--- src/rtl/hazard_ctrl.sv ---
// Stall/flush controller: detects load-use and mult/div hazards in D, freezes PC/IF2ID,
// bubbles ID2EX, sequences the multi-cycle mult/div unit and counts stalled cycles.
module hazard_ctrl #(
    parameter int MULT_CYC = 5,
    parameter int DIV_CYC  = 10
) (
    input  logic        clk,
    input  logic        reset,
    input  logic [4:0]  rs_D,
    input  logic [4:0]  rt_D,
    input  logic [1:0]  tuse_rs_D,
    input  logic [1:0]  tuse_rt_D,
    input  logic [4:0]  dst_E,
    input  logic [4:0]  dst_M,
    input  logic [1:0]  tnew_E,
    input  logic [1:0]  tnew_M,
    input  logic        md_use_D,
    input  logic        md_start_E,
    input  logic        md_div_E,
    output logic        pc_en,
    output logic        if2id_en,
    output logic        id2ex_clr,
    output logic        md_busy,
    output logic        md_done,
    output logic [15:0] stall_cnt
);

    typedef enum logic {
        MD_IDLE,
        MD_BUSY
    } md_state_t;

    md_state_t  md_state, md_state_nxt;
    logic [3:0] md_cnt, md_cnt_nxt;
    logic       hz_rs, hz_rt, md_hazard, stall;

    // A source of $0 never hazards, which also keeps dst=0 (no writer) from matching.
    function automatic logic reg_hz(
        input logic [4:0] src,
        input logic [1:0] tuse,
        input logic [4:0] de,
        input logic [1:0] te,
        input logic [4:0] dm,
        input logic [1:0] tm
    );
        return (src != 5'd0) && (((src == de) && (te > tuse)) || ((src == dm) && (tm > tuse)));
    endfunction

    always_comb begin
        hz_rs     = reg_hz(rs_D, tuse_rs_D, dst_E, tnew_E, dst_M, tnew_M);
        hz_rt     = reg_hz(rt_D, tuse_rt_D, dst_E, tnew_E, dst_M, tnew_M);
        md_hazard = md_use_D && (md_busy || md_start_E);
        stall     = hz_rs || hz_rt || md_hazard;
        pc_en     = !stall;
        if2id_en  = !stall;
        id2ex_clr = stall;
    end

    assign md_busy = (md_cnt != 4'd0);
    assign md_done = (md_cnt == 4'd1);

    always_ff @(posedge clk) begin
        if (reset) begin
            md_state <= MD_IDLE;
            md_cnt   <= 4'd0;
        end else begin
            md_state <= md_state_nxt;
            md_cnt   <= md_cnt_nxt;
        end
    end

    // A start while busy reloads the counter: the newest operation wins.
    always_comb begin
        md_state_nxt = md_state;
        md_cnt_nxt   = md_cnt;
        case (md_state)
            MD_IDLE: begin
                if (md_start_E) begin
                    md_cnt_nxt   = md_div_E ? 4'(DIV_CYC) : 4'(MULT_CYC);
                    md_state_nxt = MD_BUSY;
                end
            end
            MD_BUSY: begin
                if (md_start_E) begin
                    md_cnt_nxt = md_div_E ? 4'(DIV_CYC) : 4'(MULT_CYC);
                end else begin
                    md_cnt_nxt = md_cnt - 4'd1;
                    if (md_cnt <= 4'd1) begin
                        md_cnt_nxt   = 4'd0;
                        md_state_nxt = MD_IDLE;
                    end
                end
            end
            default: begin
                md_state_nxt = MD_IDLE;
                md_cnt_nxt   = 4'd0;
            end
        endcase
    end

    always_ff @(posedge clk) begin
        if (reset) begin
            stall_cnt <= 16'd0;
        end else if (stall && (stall_cnt != 16'hFFFF)) begin
            stall_cnt <= stall_cnt + 16'd1;
        end
    end

endmodule

--- config.mk ---
export PLATFORM = sky130hd
export DESIGN_NAME = hazard_ctrl
export DESIGN_NICKNAME = d
export VERILOG_FILES = /design/src/rtl/hazard_ctrl.sv
export SDC_FILE = /design/constraint.sdc
export NUM_CORES = 1
export LEC_CHECK = 0
export CAP_MARGIN = 20
export CORE_UTILIZATION = 41
export CTS_BUF_LIST = sky130_fd_sc_hd__clkbuf_16
export DETAILED_ROUTE_END_ITERATION = 8
export PLACE_DENSITY = 0.74
export SLEW_MARGIN = 20
export SYNTH_ARGS = -nofsm -noshare
export SYNTH_HDL_FRONTEND = slang
export SYNTH_SLANG_ARGS = --single-unit
--- constraint.sdc ---
create_clock -name clk -period 2.1 [get_ports clk]
set_input_delay 0.21 -clock clk [delete_from_list [all_inputs] [get_ports clk]]
set_output_delay 0.21 -clock clk [all_outputs]
set_load 0.02 [all_outputs]
## Word-level counts from Yosys, hierarchy flattened

Cells that the tools add are included.

| operators by class | value |
|---|---|
| add/sub/neg operators | 2 |
| magnitude comparators | 5 |
| equality and inequality tests | 7 |
| multiplexer cells | 9 |
| bitwise gates (word level) | 1 |
| reductions and logical operators | 17 |

Operators by type and width:

| kind | count |
|---|---|
| 5-bit == test | 4 |
| 16-bit by 1-bit adder with 16-bit output (second input constant) | 1 |
| 4-bit 2-to-1 mux | 4 |
| 16-bit inequality test (second input constant) | 1 |
| 5-bit nonzero test | 2 |
| 2-bit > comparator | 4 |
| 1-bit logical AND | 8 |
| 4-bit one-hot mux with 2 select lines | 1 |
| 1-bit logical OR | 5 |
| 4-bit by 1-bit == test with 1-bit output (second input constant) | 1 |
| 4-bit by 1-bit less-or-equal comparator with 1-bit output (second input constant) | 1 |
| 4-bit nonzero test | 1 |
| 4-bit by 1-bit subtractor with 4-bit output (second input constant) | 1 |
| 1-bit 2-to-1 mux | 3 |
| 2-bit inequality test (second input constant) | 1 |
| 1-bit one-hot mux with 2 select lines | 1 |
| 1-bit zero test | 1 |
| 1-bit NOT | 1 |

| storage, ports and cells | value |
|---|---|
| register bits after elaboration | 21 |
| logic and storage cells | 44 |

## Longest topological paths before layout

Gate-level depths: netlist of run 1.

| depth | value |
|---|---|
| depth in word-level cells | 7 |
| depth in mapped cells | 9 |
| depth with buffers taken out | 9 |

## Worst setup path before layout of run 1

Ideal clock, no wire load.

| timing | value |
|---|---|
| path type | input port to flip-flop |
| start | input tuse_rs_D[1] |
| end | register stall_cnt[7] |
| arrival time | 1.947 ns |
| setup slack | 0.029 ns |
| stages | 9 |
| cells stage by stage | inv_1 > ha_1 > nand2_1 > nand4_1 > nor4_2 > o22ai_2 > a31oi_4 > nand4_1 > mux2_1 |

| on the way | value |
|---|---|
| cells in the longest elaborated chain, start to end | 7 |

Ends and longest elaborated chain:

| what | line | text |
|---|---|---|
| start: declaration | 11 | `input logic [1:0] tuse_rs_D,` |
| 2-bit > comparator | 46 | `return (src != 5'd0) && (((src == de) && (te > tuse)) \|\| ((src == dm) && (tm > tuse)));` |
| 1-bit logical AND | 46 |  |
| 1-bit logical OR * | 46 |  |
| 1-bit logical AND * | 46 |  |
| 1-bit logical OR * (2 in a row) | 53 | `stall = hz_rs \|\| hz_rt \|\| md_hazard;` |
| 1-bit logical AND * | 104 | `end else if (stall && (stall_cnt != 16'hFFFF)) begin` |
| end signal: assignment | 105 | `stall_cnt <= stall_cnt + 16'd1;` |
| end: declaration | 25 | `output logic [15:0] stall_cnt` |

Every way passes the cells marked *; elsewhere a longest branch is shown, timed or not.
A chain may end at the register's enable or synchronous reset.

## Final worst setup path of run 1

| timing | value |
|---|---|
| start | input dst_E[0] |
| end | register stall_cnt[7] |

| on the way | value |
|---|---|
| cells in the longest elaborated chain, start to end | 7 |

Ends and longest elaborated chain:

| what | line | text |
|---|---|---|
| start: declaration | 13 | `input logic [4:0] dst_E,` |
| 5-bit == test | 46 |  |
| 1-bit logical AND | 46 |  |
| 1-bit logical OR | 46 |  |
| 1-bit logical AND | 46 |  |
| 1-bit logical OR * (2 in a row) | 53 |  |
| 1-bit logical AND * | 104 |  |

Marked as above.

==> flow_summary.yaml, run 1 <==
run_status:
  status: "completed"
power_and_ir_drop:
  p_comb_share_pct: 29.8
  sw_frac_of_total_pct: 28.2
  powerDensity_nw_per_um2: 473
  p_int_uw: 846
  p_sw_uw: 332
  seqPwrFrac_pct: 36.0
  power.leakage_nw: 1.03
  p_clk_share_pct: 34.2
  max-vdd-ir-drop_v: 0.000237
global_route:
  track_usage_pct: 20.9
  grt_util_met1_pct: 27.0
  grt_pass1_wl_mm: 6.82
  grt_antenna_before_repair: 0
  grt_overflow_total: 0
  grt_busiest_layer: "met2"
  grt_max_degree: 26
  use_met2_pct: 36.7
  grt_pass1_vias: 1530
  grt_util_met3_pct: 3.08
place:
  dpl.cell_count: 310
  place_congestion: 0.868
  post-dp-hpwl_mm: 3.06
  io_buffers: 53
logic_synthesis:
  synth_area_per_cell_sq_um: 8.14
  synth-seq-cells: 21
  synthDistinctLibCells: 38
  synth_seq_area_share_pct: 27.1
  ys_warn_count: 0
  syn_nets: 235
  netlist_area_sq_um: 1550
  synth_cells: 191
die:
  coreArea_sq_um: 3660
  die_w_microns: 63.6
  io_pins: 54
  rows: 22
  start_util_pct: 42.4
  die_h_microns: 63.6
  dieArea_sq_um: 4040
worst_setup_path:
  cp-end-kind: "flip-flop"
  cp_slowest_stage_delay_ns: 0.46
  path_cells: "clkdlybuf4s50_1 -> xor2_1 -> nor4_2 -> o22ai_2 -> buf_6 -> a31oi_4 -> nand4_1 -> mux2_4"
  critPathKind: "in -> reg"
  cp.arrival_ns: 2.19
  critical_path.max_fanout: 6
  start_kind: "primary input"
  cp.required_ns: 2.25
  slowest_stage: "clkdlybuf4s50_1"
sta:
  fmax_mhz: 490
  setup_tns_ns: 0
  rsz0062_at_grt: "no"
  tightest_slew_ns: 0.520
  timing.final.crit_share_pct: 97.2
  slew_headroom_pct: 65.0
  fin_skew_ns: 0.00398
  setup_viol: 0
  drv_slew: 0
  fin_crit_ns: 2.04
  finalHoldViolations: 0
final_layout:
  instances_no_fill: 318
  antenna_cells: 0
  nFillCells: 303
  layout.nets: 315
  mostFrequentLayoutCell: "buf_4"
  area_growth_pct: 60.5
  drive_gt1_share_pct: 25.2
  layout_common_cells: "buf_4, clkdlybuf4s50_1, nor2_1, dfxtp_1, xnor2_1"
hold_path:
  min_path_type: "reg -> reg"
detailed_routing:
  drtAntennaViolNets: 0
  viasPerCell: 5.24
  dr.pass1.iters: 4
  drc: 0
  dr_total_vias: 1665
  wl_per_cell_microns: 13.3
  drtIter0Drc: 71
  wirelength_mm: 4.23
cts:
  clk_latency_ns: 0.25
  cts_root_buffer: "clkbuf_16"
  clock_path_buffers: 2
  cts_made_buffers: 3
  clkSinkCount: 21
  htree_levels: 1
  cts_tree: "yes"
  ctsHoldBuffers: 0
  clk_pin_slew_worst_paths_ns: 0.06
flow_run:
  drv_cap: 0
-- cells by family after synthesis --
logic type | after synthesis | share of synthesized area, %
buffers and inverters | 16 | 4.11
xor gates and xnor gates | 27 | 15.2
muxes | 5 | 3.54
adders and majority gates | 11 | 8.86
AOI/OAI and AO/OA | 35 | 16.2
DFF | 21 | 27.1
and+or+nand+nor | 76 | 25.0
-- final cells by class --
cell class / count / area [sq um] / share of cell area, %
Clock buffer: 3 / 75.1 / 3.01
Clock inverter: 1 / 5.00 / 0.201
Inverter: 12 / 45.0 / 1.81
Multi-Input combinational cell: 154 / 1190 / 47.9
Sequential cell: 21 / 420 / 16.9
Tap cell: 48 / 60.1 / 2.41
Timing Repair Buffer: 79 / 694 / 27.8
-- state kept, by name, summed over array words and instances (netlist names) --
| name | count |
|---|---|
| md_state | 1 |
| stall_cnt | 16 |
| md_cnt | 4 |
-- critical path: cells and delay by family --
| family | cells | cell delay (ns) |
|---|---|---|
| buffers and inverters | 2 | 0.61 |
| multiplexers | 1 | 0.32 |
| AND/OR/NAND/NOR | 2 | 0.49 |
| XOR/XNOR | 1 | 0.20 |
| AO/OA/AOI/OAI | 2 | 0.36 |
-- stage by stage --
stage | utilization (%) | instance area [sq um] | worst slack, ns | hold slack (ns) | power [mW]
after floorplan | - | 1550 | 0.0293 | 0.369 | 0.598
after global placement | 62.6 | 2290 | -0.585 | 0.515 | 0.763
after detailed placement | 62.6 | 2290 | -0.646 | 0.530 | 0.768
after CTS | 65.7 | 2410 | 0.00285 | 0.535 | 1.16
after global routing | 68.1 | 2490 | 0.0107 | 0.589 | 1.23
final | 68.1 | 2490 | 0.0578 | 0.533 | 1.18
-- worst paths after layout --
| kind | from | to | slack, ns | cells after the start |
|---|---|---|---|---|
| worst max-delay path | dst_E[0] | stall_cnt[7] | 0.06 | 8 |
| worst max register to register | md_cnt[1] | stall_cnt[7] | 0.18 | 8 |
| worst min register to register | stall_cnt[2] | stall_cnt[2] | 0.53 | 2 |
| worst min-delay path | stall_cnt[2] | stall_cnt[2] | 0.53 | 2 |
-- layer usage --
layer,vias up,part of all wire [%]
met5,-,0
met4,0,0.90
met3,5,3.8
met2,49,48
met1,771,47
li1,840,-
-- power groups by stage --
stage,clock network [mW],registers [mW],logic (mW)
CTS,0.408,0.424,0.332
detailed placement,0,0.433,0.335
floorplan,0,0.441,0.157
global route,0.428,0.426,0.380
global placement,0,0.432,0.331
finish,0.403,0.424,0.351
-- cell usage after synthesis --
| cell type | n | area (sq um) |
|---|---|---|
| and3_2 | 1 | 7.51 |
| dfxtp_1 | 21 | 420 |
| mux2i_1 | 1 | 10.0 |
| o31ai_1 | 1 | 7.51 |
| nand4_1 | 8 | 50.1 |
| a31o_1 | 1 | 8.76 |
| o21ai_1 | 1 | 5.00 |
| nor2_1 | 22 | 82.6 |
| o22ai_1 | 1 | 6.26 |
| buf_4 | 1 | 7.51 |
| o22ai_2 | 2 | 25.0 |
| a31o_2 | 1 | 8.76 |
| a2111oi_2 | 1 | 15.0 |
| nand3b_1 | 1 | 7.51 |
| or3_1 | 2 | 12.5 |
| mux2_1 | 4 | 45.0 |
| nor2b_1 | 5 | 31.3 |
| nand2_1 | 14 | 52.6 |
| or4_1 | 2 | 15.0 |
| nor4_2 | 2 | 25.0 |
| inv_1 | 12 | 45.0 |
| buf_1 | 2 | 7.51 |
| nor3_1 | 1 | 5.00 |
| nand2b_1 | 2 | 12.5 |
| a311oi_1 | 4 | 35.0 |
| o21ai_0 | 6 | 30.0 |
| nand3_1 | 10 | 50.1 |
| ha_1 | 11 | 138 |
| and2_1 | 2 | 12.5 |
| a21oi_1 | 11 | 55.1 |
| o21a_1 | 2 | 15.0 |
| clkbuf_1 | 1 | 3.75 |
| a31oi_4 | 1 | 21.3 |
| xnor2_1 | 20 | 175 |
| and3_1 | 3 | 18.8 |
| a31oi_1 | 3 | 18.8 |
| nor4_1 | 1 | 6.26 |
| xor2_1 | 7 | 61.3 |
-- timing repair --
| action | CTS | global route |
|---|---|---|
| gates resized for setup | 50 | 27 |
| pin swaps | 18 | 16 |
| setup buffers | 2 | 2 |
| setup endpoints to repair | 19 | 12 |
No activity file was read; power rests on OpenSTA's default activity.
==> run 2, diff against run 1 <==
Settings changed: CORE_MARGIN set to 4, GPL_ROUTABILITY_DRIVEN set to 1, SLEW_MARGIN 20 to not set.
==> run 2 against run 1 <==
Effect of this change:
- worst setup slack better by 0.035 ns
- clock power fell by 1%
- cell count is 0.31% lower
- critical path type unchanged
- highest routed layer unchanged
- largest cell class unchanged
- flip-flop and latch count stayed put
- non-clock buffer count fell by 1
==> flow_summary.yaml, run 2 (same netlist as run 1, synthesis figures left out) <==
final_layout:
  nFillCells: 324
  largest_reg_flops: 16
  area_growth_pct: 60.8
  instances_no_fill: 317
  layout_common_cells: "clkdlybuf4s50_1, buf_4, nor2_1, dfxtp_1, xnor2_1"
  drive_gt1_share_pct: 24.9
  layout.nets: 314
  largestRegisters: "stall_cnt: 16 flops, md_cnt: 4 flops, md_state: 1 flops"
  antenna_cells: 0
  largest-register: "stall_cnt"
detailed_routing:
  wirelength_mm: 4.66
  drtIter0Drc: 117
  drtAntennaViolNets: 0
  wl_per_cell_microns: 14.7
  dr.pass1.iters: 4
  drc: 0
  viasPerCell: 5.31
  dr_total_vias: 1682
cts:
  ctsHoldBuffers: 0
  cts_made_buffers: 3
  cts_tree: "yes"
  clk_latency_ns: 0.25
  clkSinkCount: 21
  cts_root_buffer: "clkbuf_16"
  htree_levels: 1
  clock_path_buffers: 2
  clk_pin_slew_worst_paths_ns: 0.06
global_route:
  grt_pass1_vias: 1698
  grt_overflow_total: 0
  grt_max_degree: 12
  track_usage_pct: 18.7
  grt_antenna_before_repair: 0
  grt_pass1_wl_mm: 7.51
hold_path:
  min_path_type: "reg -> reg"
  holdPathStages: 2
  worstHoldEndpoint: "stall_cnt[2]"
  min_from: "stall_cnt[2]"
power_and_ir_drop:
  power.leakage_nw: 1.03
  sw_frac_of_total_pct: 28.5
  seqPwrFrac_pct: 35.6
  max-vdd-ir-drop_v: 0.000259
  p_comb_share_pct: 30.8
  p_clk_share_pct: 33.6
  p_sw_uw: 339
  powerDensity_nw_per_um2: 476
  p_int_uw: 852
die:
  rows: 22
  coreArea_sq_um: 3660
  die_h_microns: 69.6
  io_pins: 54
  dieArea_sq_um: 4840
  die_w_microns: 69.6
  start_util_pct: 42.4
worst_setup_path:
  start_kind: "primary input"
  r2r-end: "stall_cnt[14]"
  cp.required_ns: 2.25
  r2r-start: "md_cnt[1]"
  critPathKind: "in -> reg"
  critical_path.max_fanout: 4
  cp.arrival_ns: 2.15
  cp-end-kind: "flip-flop"
  r2r_slack_ns: 0.14
  r2r_cells: 8
place:
  post-dp-hpwl_mm: 3.37
  place_congestion: 0.832
  io_buffers: 53
  dpl.cell_count: 308
sta:
  whs_ns: 0.543
  finalHoldViolations: 0
  fin_crit_ns: 2.01
  timing.final.crit_share_pct: 95.6
  drv_slew: 0
  setup_viol: 0
  tightest_slew_ns: 0.475
  fin_skew_ns: 0.00172
  slew_headroom_pct: 68.0
  fmax_mhz: 498
flow_run:
  drv_cap: 0
run_status:
  status: "completed"
run 2: cell count changes in the layout (fill, tap and decap cells not counted), moves of 2 or more:
cell,change
dlygate4sd2_1,-7
a21oi_2,-2
clkdlybuf4s15_1,+3
or3_1,+2
clkbuf_2,+2
a21oi_1,+2
or3_4,-2
run 2: what timing repair did:
item                                   CTS  global route
gates resized for setup                 49            40
pin swaps                               14            23
setup endpoints to repair               17            15
setup buffers                            5             0
cloned                                   0             0
endpoints found under the hold margin    0             0
run 2: worst max path at each step:
stage | start | endpoint
2_1_floorplan | tuse_rs_D[1] | stall_cnt[7]
3_3_place_gp | tuse_rs_D[1] | id2ex_clr
3_5_place_dp | tuse_rs_D[1] | id2ex_clr
4_1_cts | tnew_M[1] | stall_cnt[7]
5_1_grt | tuse_rs_D[1] | stall_cnt[15]
6_report | tuse_rs_D[1] | stall_cnt[15]
run 2: worst max-delay path, stage by stage:
cell and delay [ns]:
clkdlybuf4s15_1 0.17, inv_2 0.10, ha_4 0.22, nand2_2 0.06
nand4_1 0.10, nor4_2 0.27, o22ai_2 0.12, buf_6 0.15
buf_4 0.13, a311oi_1 0.40, xnor2_1 0.18, nor2_1 0.05
run 2: per-layer routing:
layer  part of all wire (%)  wire length (microns)  vias to the layer above  global-route usage, %
met3                    5.3                    248                       19                   3.48
met4                    4.3                    202                        0                   10.6
met5                      0                      0                        -                      0
li1                       -                      -                      835                      -
met1                     41                   1930                      769                   20.8
met2                     49                   2280                       59                   32.9
run 2: layout make-up:
class / instances / area, sq um / area share [%]
inverter: 12 / 45.0 / 1.80
timing repair buffer: 78 / 689 / 27.6
clock buffer: 3 / 75.1 / 3.00
sequential: 21 / 420 / 16.8
clock inverter: 1 / 3.75 / 0.150
tap: 48 / 60.1 / 2.40
multi-input combinational: 154 / 1200 / 48.2
run 2: metrics by stage:
step	power (mW)	instance area [sq um]	setup WS [ns]	utilization (%)	setup TNS (ns)
6_report	1.19	2500	0.0928	68.3	0
5_1_grt	1.24	2500	-0.0181	68.3	-0.0206
4_1_cts	1.17	2440	0.000584	66.6	0
3_5_place_dp	0.773	2280	-0.680	62.2	-9.28
3_3_place_gp	0.765	2280	-0.610	62.2	-8.28
2_1_floorplan	0.598	1550	0.0293	-	0
run 2: power by group through the flow:
| stage | combinational (mW) | sequential [mW] | clock, mW |
|---|---|---|---|
| 2_1_floorplan | 0.157 | 0.441 | 0 |
| 3_3_place_gp | 0.332 | 0.432 | 0 |
| 3_5_place_dp | 0.340 | 0.433 | 0 |
| 4_1_cts | 0.347 | 0.424 | 0.403 |
| 5_1_grt | 0.400 | 0.426 | 0.417 |
| 6_report | 0.367 | 0.424 | 0.399 |
==> run 3, diff against run 2 <==
Settings changed: ABC_AREA set to 1, ABC_CLOCK_PERIOD_IN_PS set to 2100, CORE_UTILIZATION 41 to 43.
==> run 3 against run 2 <==
Effect of this change:
- global-route usage decreased by 1.1 points
- register-to-register slack gained 0.18 ns
- cell count is 32% higher
- wire length is 5.4% lower
- via count up 17%
- clock power is essentially flat
- largest cell class unchanged
==> flow_summary.yaml, run 3 <==
logic_synthesis:
  synthTopCellsByCount: "nand2_1, inv_1, nor2_1"
  synth_compound_area_share_pct: 6.62
  synth_top_area_cell: "dfxtp_1"
  synth.area.mux_share_pct: 0
  synth_area_per_cell_sq_um: 5.93
  synthDistinctLibCells: 28
  synth_seq_area_share_pct: 23.2
  synth_area_leaders: "dfxtp_1, nand2_1, inv_1"
  synth_top_family_by_area: "simple AND/OR/NAND/NOR gates"
  synth_simple_gate_area_share_pct: 46.1
  ys_warn_count: 0
  yosysMostFrequentCell: "nand2_1"
  synth_xor_area_share_pct: 3.86
  synth-seq-cells: 21
  synth_cells: 306
  synthAdderAreaFrac_pct: 7.59
  synth_ff_type: "dfxtp_1"
  synth_edf_count: 0
  syn_nets: 350
  synthArstFlopShare_pct: 0
  synth.top_cell.area_share_pct: 23.2
  netlist_area_sq_um: 1810
power_and_ir_drop:
  seqPwrFrac_pct: 35.6
  powerDensity_nw_per_um2: 474
  p_int_uw: 864
  power.leakage_nw: 1.29
  sw_frac_of_total_pct: 29.7
  max-vdd-ir-drop_v: 0.000362
  p_clk_share_pct: 32.3
  p_comb_share_pct: 32.1
  p_sw_uw: 366
die:
  die_h_microns: 73.0
  rows: 23
  start_util_pct: 45.0
  dieArea_sq_um: 5320
  io_pins: 54
  coreArea_sq_um: 4030
  die_w_microns: 73.0
worst_setup_path:
  start_kind: "primary input"
  critical_path.max_fanout: 3
  cp.arrival_ns: 1.79
  crit_start: "tnew_M[1]"
  r2r-start: "stall_cnt[0]"
  cp-end-kind: "output port"
  critPathKind: "in -> out"
  cp.required_ns: 1.89
place:
  post-dp-hpwl_mm: 3.56
  dpl-instance-area_sq_um: 2440
  place_congestion: 0.905
  dpl.cell_count: 414
  io_buffers: 53
detailed_routing:
  viasPerCell: 4.70
  wirelength_mm: 4.41
  wl_per_cell_microns: 10.6
  dr.pass1.iters: 4
  drtAntennaViolNets: 0
  dr_total_vias: 1963
  drc: 0
  drtIter0Drc: 75
final_layout:
  layout.nets: 413
  drive_gt1_share_pct: 12.2
  stdcell_area_sq_um: 2600
  layout_common_cells: "nand2_1, inv_1, clkdlybuf4s50_1, nor2_1"
  largestRegisters: "stall_cnt: 16 flops, md_cnt: 4 flops, md_state: 1 flops"
  area_growth_pct: 43.1
  antenna_cells: 0
  instances_no_fill: 418
  largest_reg_flops: 16
  mostFrequentLayoutCell: "nand2_1"
  largest-register: "stall_cnt"
global_route:
  grt_pass1_vias: 1778
  grt_overflow_total: 0
  grt_max_degree: 27
  grt_antenna_before_repair: 0
  track_usage_pct: 17.5
  grt_pass1_wl_mm: 7.45
cts:
  htree_levels: 1
  cts_tree: "yes"
  cts_made_buffers: 3
  cts_root_buffer: "clkbuf_16"
  postCtsSetupBuffers: 0
  clock_path_buffers: 2
  clk_latency_ns: 0.26
  clkSinkCount: 21
  clk_pin_slew_worst_paths_ns: 0.05
sta:
  setup_viol: 0
  slew_headroom_pct: 66.1
  drv_slew: 0
  setup_tns_ns: 0
  finalHoldViolations: 0
  tightest_slew_ns: 0.508
  fin_crit_ns: 2.00
  fin_skew_ns: 0.00699
  rsz0062_at_grt: "no"
  fmax_mhz: 500
  whs_ns: 0.513
  timing.final.crit_share_pct: 95.2
hold_path:
  min_from: "md_state"
  min_path_type: "reg -> reg"
flow_run:
  drv_cap: 0
run_status:
  status: "completed"
==> run 3: changes by cell type in the layout (fill, tap and decap cells not counted), moves of 7 or more <==
| cell | change |
|---|---|
| nand2_1 | +83 |
| inv_1 | +37 |
| nor2_1 | +24 |
| clkdlybuf4s50_1 | +23 |
| xnor2_1 | -17 |
| buf_4 | -14 |
| nand3_1 | +11 |
| nand4_1 | -8 |
| nor2_2 | +7 |
==> run 3: path summary, 6_finish.rpt <==
check	endpoint	slack, ns	cells past startpoint
min	md_state	0.51	2
max reg2reg	stall_cnt[13]	0.32	12
max	pc_en	0.10	10
min reg2reg	md_state	0.51	2
==> run 3: logic make-up after synthesis <==
group,count (synthesis)
compound gates,22
xor+xnor,8
fa+ha+maj,11
buf+inv,55
simple gates,189
flops,21
==> run 3: cell type report <==
| class | count | area [sq um] |
|---|---|---|
| sequential | 21 | 420 |
| inverter | 51 | 196 |
| clock inverter | 1 | 3.75 |
| clock buffer | 3 | 75.1 |
| multi-input combinational | 230 | 1220 |
| fill | 392 | 1430 |
| tap | 50 | 62.6 |
| timing repair buffer | 62 | 621 |
==> run 3: worst max-delay path: stages <==
cell and delay (ns):
clkdlybuf4s50_1 0.47, ha_1 0.34, a21oi_1 0.18, nor2_1 0.06, nand3_1 0.07, nand2_1 0.06
nand2_2 0.09, nand3_4 0.10, inv_2 0.09, buf_6 0.11
==> run 3: routing by layer <==
metal	global-route usage [%]	up-vias	wire length, microns
li1	-	1068	-
met1	22.9	843	2060
met2	28.1	45	2090
met3	3.86	7	194
met4	6.76	0	68
met5	0	-	0
==> run 3: repair_timing <==
action	CTS	global route
hold buffers	0	0
gates cloned	0	0
pin swaps	0	8
endpoints found under the setup margin	3	19
resized for setup	11	24
==> run 3: power groups by stage <==
stage	sequential (mW)	clock [mW]	combinational [mW]
floorplan	0.455	0	0.193
global placement	0.446	0	0.365
detailed placement	0.447	0	0.369
CTS	0.438	0.406	0.365
global route	0.442	0.421	0.443
finish	0.438	0.397	0.395
==> run 3: through the flow <==
step | utilization, % | power [mW] | setup slack (ns)
global placement | 60.6 | 0.811 | -0.364
floorplan | - | 0.649 | 0.205
finish | 64.4 | 1.23 | 0.100
CTS | 62.3 | 1.21 | 0.00198
global route | 64.4 | 1.31 | 0.0154
detailed placement | 60.6 | 0.816 | -0.359
